### config.mk
export PLATFORM = sky130hd
export DESIGN_NAME = dense_feed_packer
export DESIGN_NICKNAME = d
export VERILOG_FILES = /design/src/rtl/dense_pkg.sv /design/src/rtl/dense_feed_frame_cnt.sv /design/src/rtl/dense_feed_packer.sv
export SDC_FILE = /design/constraint.sdc
export NUM_CORES = 1
export LEC_CHECK = 0
export BUFFER_PORTS_ARGS = -buffer_cell sky130_fd_sc_hd__buf_4
export CAP_MARGIN = 20
export CORE_MARGIN = 3
export CORE_UTILIZATION = 45
export DETAILED_ROUTE_END_ITERATION = 10
export PLACE_DENSITY = 0.7
export REMOVE_ABC_BUFFERS = 1
export SETUP_SLACK_MARGIN = 0.1
export SYNTH_ARGS = -nofsm -noshare
export SYNTH_HDL_FRONTEND = slang
export SYNTH_SLANG_ARGS = --single-unit
### constraint.sdc
create_clock -name clk -period 26.9 [get_ports clk]
set_clock_uncertainty 0.05 [all_clocks]
set_input_delay 2.69 -clock clk [delete_from_list [all_inputs] [get_ports clk]]
set_output_delay 2.69 -clock clk [all_outputs]
set_load 0.01 [all_outputs]
### src/rtl/dense_pkg.sv
// Shared constants and width helpers for the dense-stage feed path.
package dense_pkg;

    localparam int DENSE_DATA_WIDTH = 8;
    localparam int DENSE_NUMI_ONCE  = 24;
    localparam int DENSE_FRAME_LEN  = 72;

    // Index width for a counter over n positions, never narrower than 1 bit.
    function automatic int idx_width(input int n);
        int w;
        w = $clog2(n);
        if (w < 32'sd1) begin
            w = 32'sd1;
        end
        return w;
    endfunction

    function automatic int lane_width(input int numi_once);
        return idx_width(numi_once);
    endfunction

    function automatic int fcnt_width(input int frame_len);
        return idx_width(frame_len);
    endfunction

endpackage

### src/rtl/dense_feed_frame_cnt.sv
// Frame element counter for dense_feed_packer: tracks position within the
// frame, flags the terminating element and, when DENSE_FEED_FRAME_CHECK_EN
// is defined, flags frame-length violations on that element.
module dense_feed_frame_cnt
    import dense_pkg::*;
#(
    parameter int FRAME_LEN = DENSE_FRAME_LEN,
    parameter int FCNT_W    = fcnt_width(DENSE_FRAME_LEN)
) (
    input  logic clk,
    input  logic rst,
    input  logic accept,
    input  logic last_i,
    output logic frame_end,
    output logic frame_err
);

    logic [FCNT_W-1:0] fcnt_r;
    logic              at_max_s;
    logic              frame_end_s;

    // Termination decode: explicit last or the element count hitting its cap.
    always_comb begin
        at_max_s    = (fcnt_r == FCNT_W'(FRAME_LEN - 1));
        frame_end_s = 1'b0;
        if (accept) begin
            frame_end_s = last_i | at_max_s;
        end else begin
            frame_end_s = 1'b0;
        end
    end

    // Frame position: advances per accepted element, restarts after termination.
    always_ff @(posedge clk or posedge rst) begin
        if (rst) begin
            fcnt_r <= {FCNT_W{1'b0}};
        end else if (accept) begin
            if (frame_end_s) begin
                fcnt_r <= {FCNT_W{1'b0}};
            end else begin
                fcnt_r <= fcnt_r + FCNT_W'(1);
            end
        end else begin
            fcnt_r <= fcnt_r;
        end
    end

    assign frame_end = frame_end_s;

`ifdef DENSE_FEED_FRAME_CHECK_EN
    logic frame_err_s;

    // Error when a frame ends by last_i early, or reaches full length without last_i.
    always_comb begin
        frame_err_s = 1'b0;
        if (frame_end_s) begin
            frame_err_s = last_i ^ at_max_s;
        end else begin
            frame_err_s = 1'b0;
        end
    end

    assign frame_err = frame_err_s;
`else
    assign frame_err = 1'b0;
`endif

endmodule

### src/rtl/dense_feed_packer.sv
// Width up-converter feeding the dense classifier: packs NUMI_ONCE elements
// of DATA_WIDTH bits into one wide beat with frame delimiting. Never stalls.
// Optional frame-length checking is enabled by defining DENSE_FEED_FRAME_CHECK_EN.
module dense_feed_packer
    import dense_pkg::*;
#(
    parameter int DATA_WIDTH = DENSE_DATA_WIDTH,
    parameter int NUMI_ONCE  = DENSE_NUMI_ONCE,
    parameter int FRAME_LEN  = DENSE_FRAME_LEN
) (
    input  logic                            clk,
    input  logic                            rst,
    input  logic [DATA_WIDTH-1:0]           data_i,
    input  logic                            valid_i,
    input  logic                            last_i,
    output logic [DATA_WIDTH*NUMI_ONCE-1:0] data_o,
    output logic                            valid_o,
    output logic                            last_o,
    output logic                            err_o
);

    localparam int LANE_W = lane_width(NUMI_ONCE);
    localparam int FCNT_W = fcnt_width(FRAME_LEN);
    localparam int BEAT_W = DATA_WIDTH * NUMI_ONCE;

    logic [BEAT_W-1:0] acc_r;
    logic [LANE_W-1:0] lane_r;
    logic [BEAT_W-1:0] merged_s;
    logic              lane_end_s;
    logic              close_s;
    logic              frame_end_s;
    logic              frame_err_s;

    dense_feed_frame_cnt #(
        .FRAME_LEN (FRAME_LEN),
        .FCNT_W    (FCNT_W)
    ) u_frame_cnt (
        .clk       (clk),
        .rst       (rst),
        .accept    (valid_i),
        .last_i    (last_i),
        .frame_end (frame_end_s),
        .frame_err (frame_err_s)
    );

    // Merge the incoming element into its lane and decide whether the beat closes.
    always_comb begin
        merged_s = acc_r;
        for (int k = 0; k < NUMI_ONCE; k++) begin
            if (lane_r == LANE_W'(k)) begin
                merged_s[k*DATA_WIDTH +: DATA_WIDTH] = data_i;
            end else begin
                merged_s[k*DATA_WIDTH +: DATA_WIDTH] = acc_r[k*DATA_WIDTH +: DATA_WIDTH];
            end
        end
        lane_end_s = (lane_r == LANE_W'(NUMI_ONCE - 1));
        close_s    = valid_i & (lane_end_s | frame_end_s);
    end

    // Accumulation lanes and lane pointer; cleared on close so short beats zero-fill.
    always_ff @(posedge clk or posedge rst) begin
        if (rst) begin
            acc_r  <= {BEAT_W{1'b0}};
            lane_r <= {LANE_W{1'b0}};
        end else if (valid_i) begin
            if (close_s) begin
                acc_r  <= {BEAT_W{1'b0}};
                lane_r <= {LANE_W{1'b0}};
            end else begin
                acc_r  <= merged_s;
                lane_r <= lane_r + LANE_W'(1);
            end
        end else begin
            acc_r  <= acc_r;
            lane_r <= lane_r;
        end
    end

    // Output beat register: data holds between beats, flags pulse with valid_o.
    always_ff @(posedge clk or posedge rst) begin
        if (rst) begin
            data_o  <= {BEAT_W{1'b0}};
            valid_o <= 1'b0;
            last_o  <= 1'b0;
            err_o   <= 1'b0;
        end else begin
            valid_o <= close_s;
            last_o  <= close_s & frame_end_s;
            err_o   <= close_s & frame_err_s;
            if (close_s) begin
                data_o <= merged_s;
            end else begin
                data_o <= data_o;
            end
        end
    end

endmodule
==> results.md <==
* Status: finished clean
* Layout cell share with drive strength beyond 1 at 19.0%
* Fillers at 3,321
* Delay of the slowest critical-path stage at 0.91 ns
* Synth area leader: dfrtp_1
* Diodes inserted at 0
* Initial drt markers at between 1,000 and 1,500
* Drc violations at 0
* GR Util met2 at 33.0%
* Register-to-Register Setup Slack at 23.32 ns
* Post-CTS sizing at 0
* Final HPWL DP at 24,900 um
* Critical Path RT at 27.20 ns
* CTS root buf: clkbuf_16
* Yosys reg bits at 398
* Max cap viols at 0
* CTS Buffer Depth at 3
* Met1 Usage GRT at 32.7%
* Static Leak at 10.1 nW
* Number of synthesized flops with an enable pin at 0
* Clock slew at reported path FFs at around 0.060 ns
* Crit path cell chain: buf_6 > inv_8 > a21oi_4 > buf_4 > a21oi_1
* CP Capture Type: register
* CTS Buf Count at 42
* Port bufs at 205
* Fin Setup TNS at 0 ns
* Startpoint types: input pin
* Synth top area cells: dfrtp_1 (57%), mux2i_1 (11%), a21oi_1 (11%)
* Final worst-path cycle share at 20.9%
* Commonest non-fill, non-tap cells in the layout: dfrtp_1 (398), a21oi_1 (384), buf_4 (229)
* Initial DRT Pass Iterations at 5
* CP bufs+invs at 3
* CTS tree: yes
* Post-Syn Area at 0.0174 mm2
* Initial antenna violation count at 0
* Synth Flop Type: dfrtp_1
* RSZ-0062 raised after global routing: false
* Placer Congestion at 0.738
* Die width at 202 um
* Cell Pwr Density at approximately 72 mW/mm2
* Endpoints failing setup at 0
* DIE AREA at 0.0410 mm2
* CP Class: in2reg
* Register area share after synthesis at 57.4%
* Grt ovf at 0
* Rows at around 70
* Pin count of the biggest net entering global routing at 187
* I/O pin count at 207
* Mean Syn Cell Area at 11.2 um2
* Busiest layer in global routing: met2
* Final ANT Viol Nets at 0
* H-tree Lvls at 2
* Final Hold Vio Count at 0
* VDD IR max at 0.0382 mV
* Worst hold path type: reg2reg
* Final WS setup at between 20 and 25 ns
* CP max FO at 120
* Fmax at 177 MHz
* Synthesis-to-layout area growth at 18.2%
* Worst path arrival time at 5.93 ns
* Distinct cells, synth at 40
* Vias per cell at approximately 5.7
* Min Tclk post-route at 5.64 ns
* Synthesized netlist cell count at between 1,500 and 2,000
* Post-DP Area at 0.0191 mm2
* DP Worst Slack at 20.80 ns
* Core region area at 0.0378 mm2
* Worst hold margin at 0.426 ns
* Total power at between 1 and 1.5 mW
* Die height at 202 um
* Routed WL per cell at 20.2 um
* Initial Util at 45.9%
* Worst path slowest cell: buf_4
* Final Routed Wirelength at about 44,000 um
* Asr flop ratio synth at 100%
* Global-route wire length before repair at 71,800 um
* Setup bufs post-CTS at 0
* Slew @ Worst Pin at 1.14 ns
* YS warnings at 0
* Slew Limit Fails at 0
* Post-synth top area share at 57.4%
* Crit path max-delay family: buffers and inverters
* Total Nets Final at 1,672
* Hold-fix buffers, CTS at 0
* Via Count at 12,500
* M3 GR Usage at 3.38%
* Gr usage total at 21.4%
* Most common cell after layout, fill and taps aside: dfrtp_1
* Vias in the first global route at around 12,000
* Worst-skew pair later-pin latency at between 0.5 and 0.6 ns
* Slew headroom at 23.8%
* Final Instance Area at 0.0205 mm2
* Clock Sink Count at 398
registers in the layout, summed over array words and instances, names as in the netlist:
signal and flops:
data_o 192, u_frame_cnt.fcnt_r 7, lane_r 5, valid_o 1, last_o 1, acc_r 192
cells in the mapped netlist (5+ instances only):
| cell type | number |
|---|---|
| and3_1 | 5 |
| buf_1 | 5 |
| a21o_1 | 121 |
| nor4bb_1 | 8 |
| nand3_1 | 6 |
| nand2_1 | 5 |
| buf_2 | 66 |
| a32o_1 | 8 |
| a21oi_1 | 384 |
| nor2b_1 | 8 |
| ha_1 | 6 |
| inv_1 | 8 |
| clkbuf_1 | 78 |
| nor2_1 | 13 |
| nor3_1 | 121 |
| mux2i_1 | 193 |
| dfrtp_1 | 398 |
| o21ai_0 | 8 |
| buf_4 | 16 |
| o2bb2ai_1 | 57 |
per-stage QoR:
stage | utilization, % | instances
finish | 54.2 | 2197
global placement | 50.4 | 2119
detailed placement | 50.4 | 2121
global route | 54.2 | 2197
CTS | 54.2 | 2197
floorplan | - | 1379
kinds of logic (layout without fill, tap and decap cells):
kind of cell | after synthesis | count (layout) | synth area share (%)
fa+ha+maj | 6 | 6 | 0.432
xor+xnor | 2 | 2 | 0.101
simple gates | 183 | 183 | 5.97
other cells | 1 | 1 | 0.0216
mux | 193 | 193 | 11.1
compound gates | 588 | 588 | 20.4
flops | 398 | 398 | 57.4
buf+inv | 174 | 315 | 4.59
power breakdown:
group | total, mW | internal, mW | switching, mW
clock | 0.595 | 0.360 | 0.235
combinational | 0.198 | 0.0821 | 0.116
sequential | 0.675 | 0.643 | 0.0321
path summary, 6_finish.rpt:
path / from / cells past startpoint / endpoint
max: valid_i / 5 / data_o[63]
min: acc_r[6] / 1 / acc_r[6]
max reg2reg: u_frame_cnt.fcnt_r[0] / 6 / data_o[63]
min reg2reg: acc_r[6] / 1 / acc_r[6]
max in group asynchronous: rst / 3 / data_o[59]
min in group asynchronous: rst / 2 / valid_o
worst reg2reg max path, cell delays in order, from the launching register on:
cell       delay [ns]
dfrtp_1          0.39
ha_1             0.25
nand4bb_1        0.22
o21a_1           0.46
a21oi_4          0.80
buf_4            0.93
a21oi_1          0.31
final cells by class:
class | instances | area, um2 | share of cell area [%]
clock buffers | 63 | 1290 | 6.30
clock inverters | 13 | 144 | 0.702
inverters | 8 | 45.0 | 0.220
multi-input cells | 973 | 6680 | 32.6
flip-flops and latches | 398 | 9960 | 48.6
well taps | 511 | 639 | 3.12
repair buffers | 231 | 1750 | 8.53
routing by layer:
layer	part of all wire (%)	wire, um
met1	47	20700
met2	47	20700
met3	5.3	2330
met4	1.4	642
met5	0	0
Note: power is estimated with default switching activity, not from simulation.
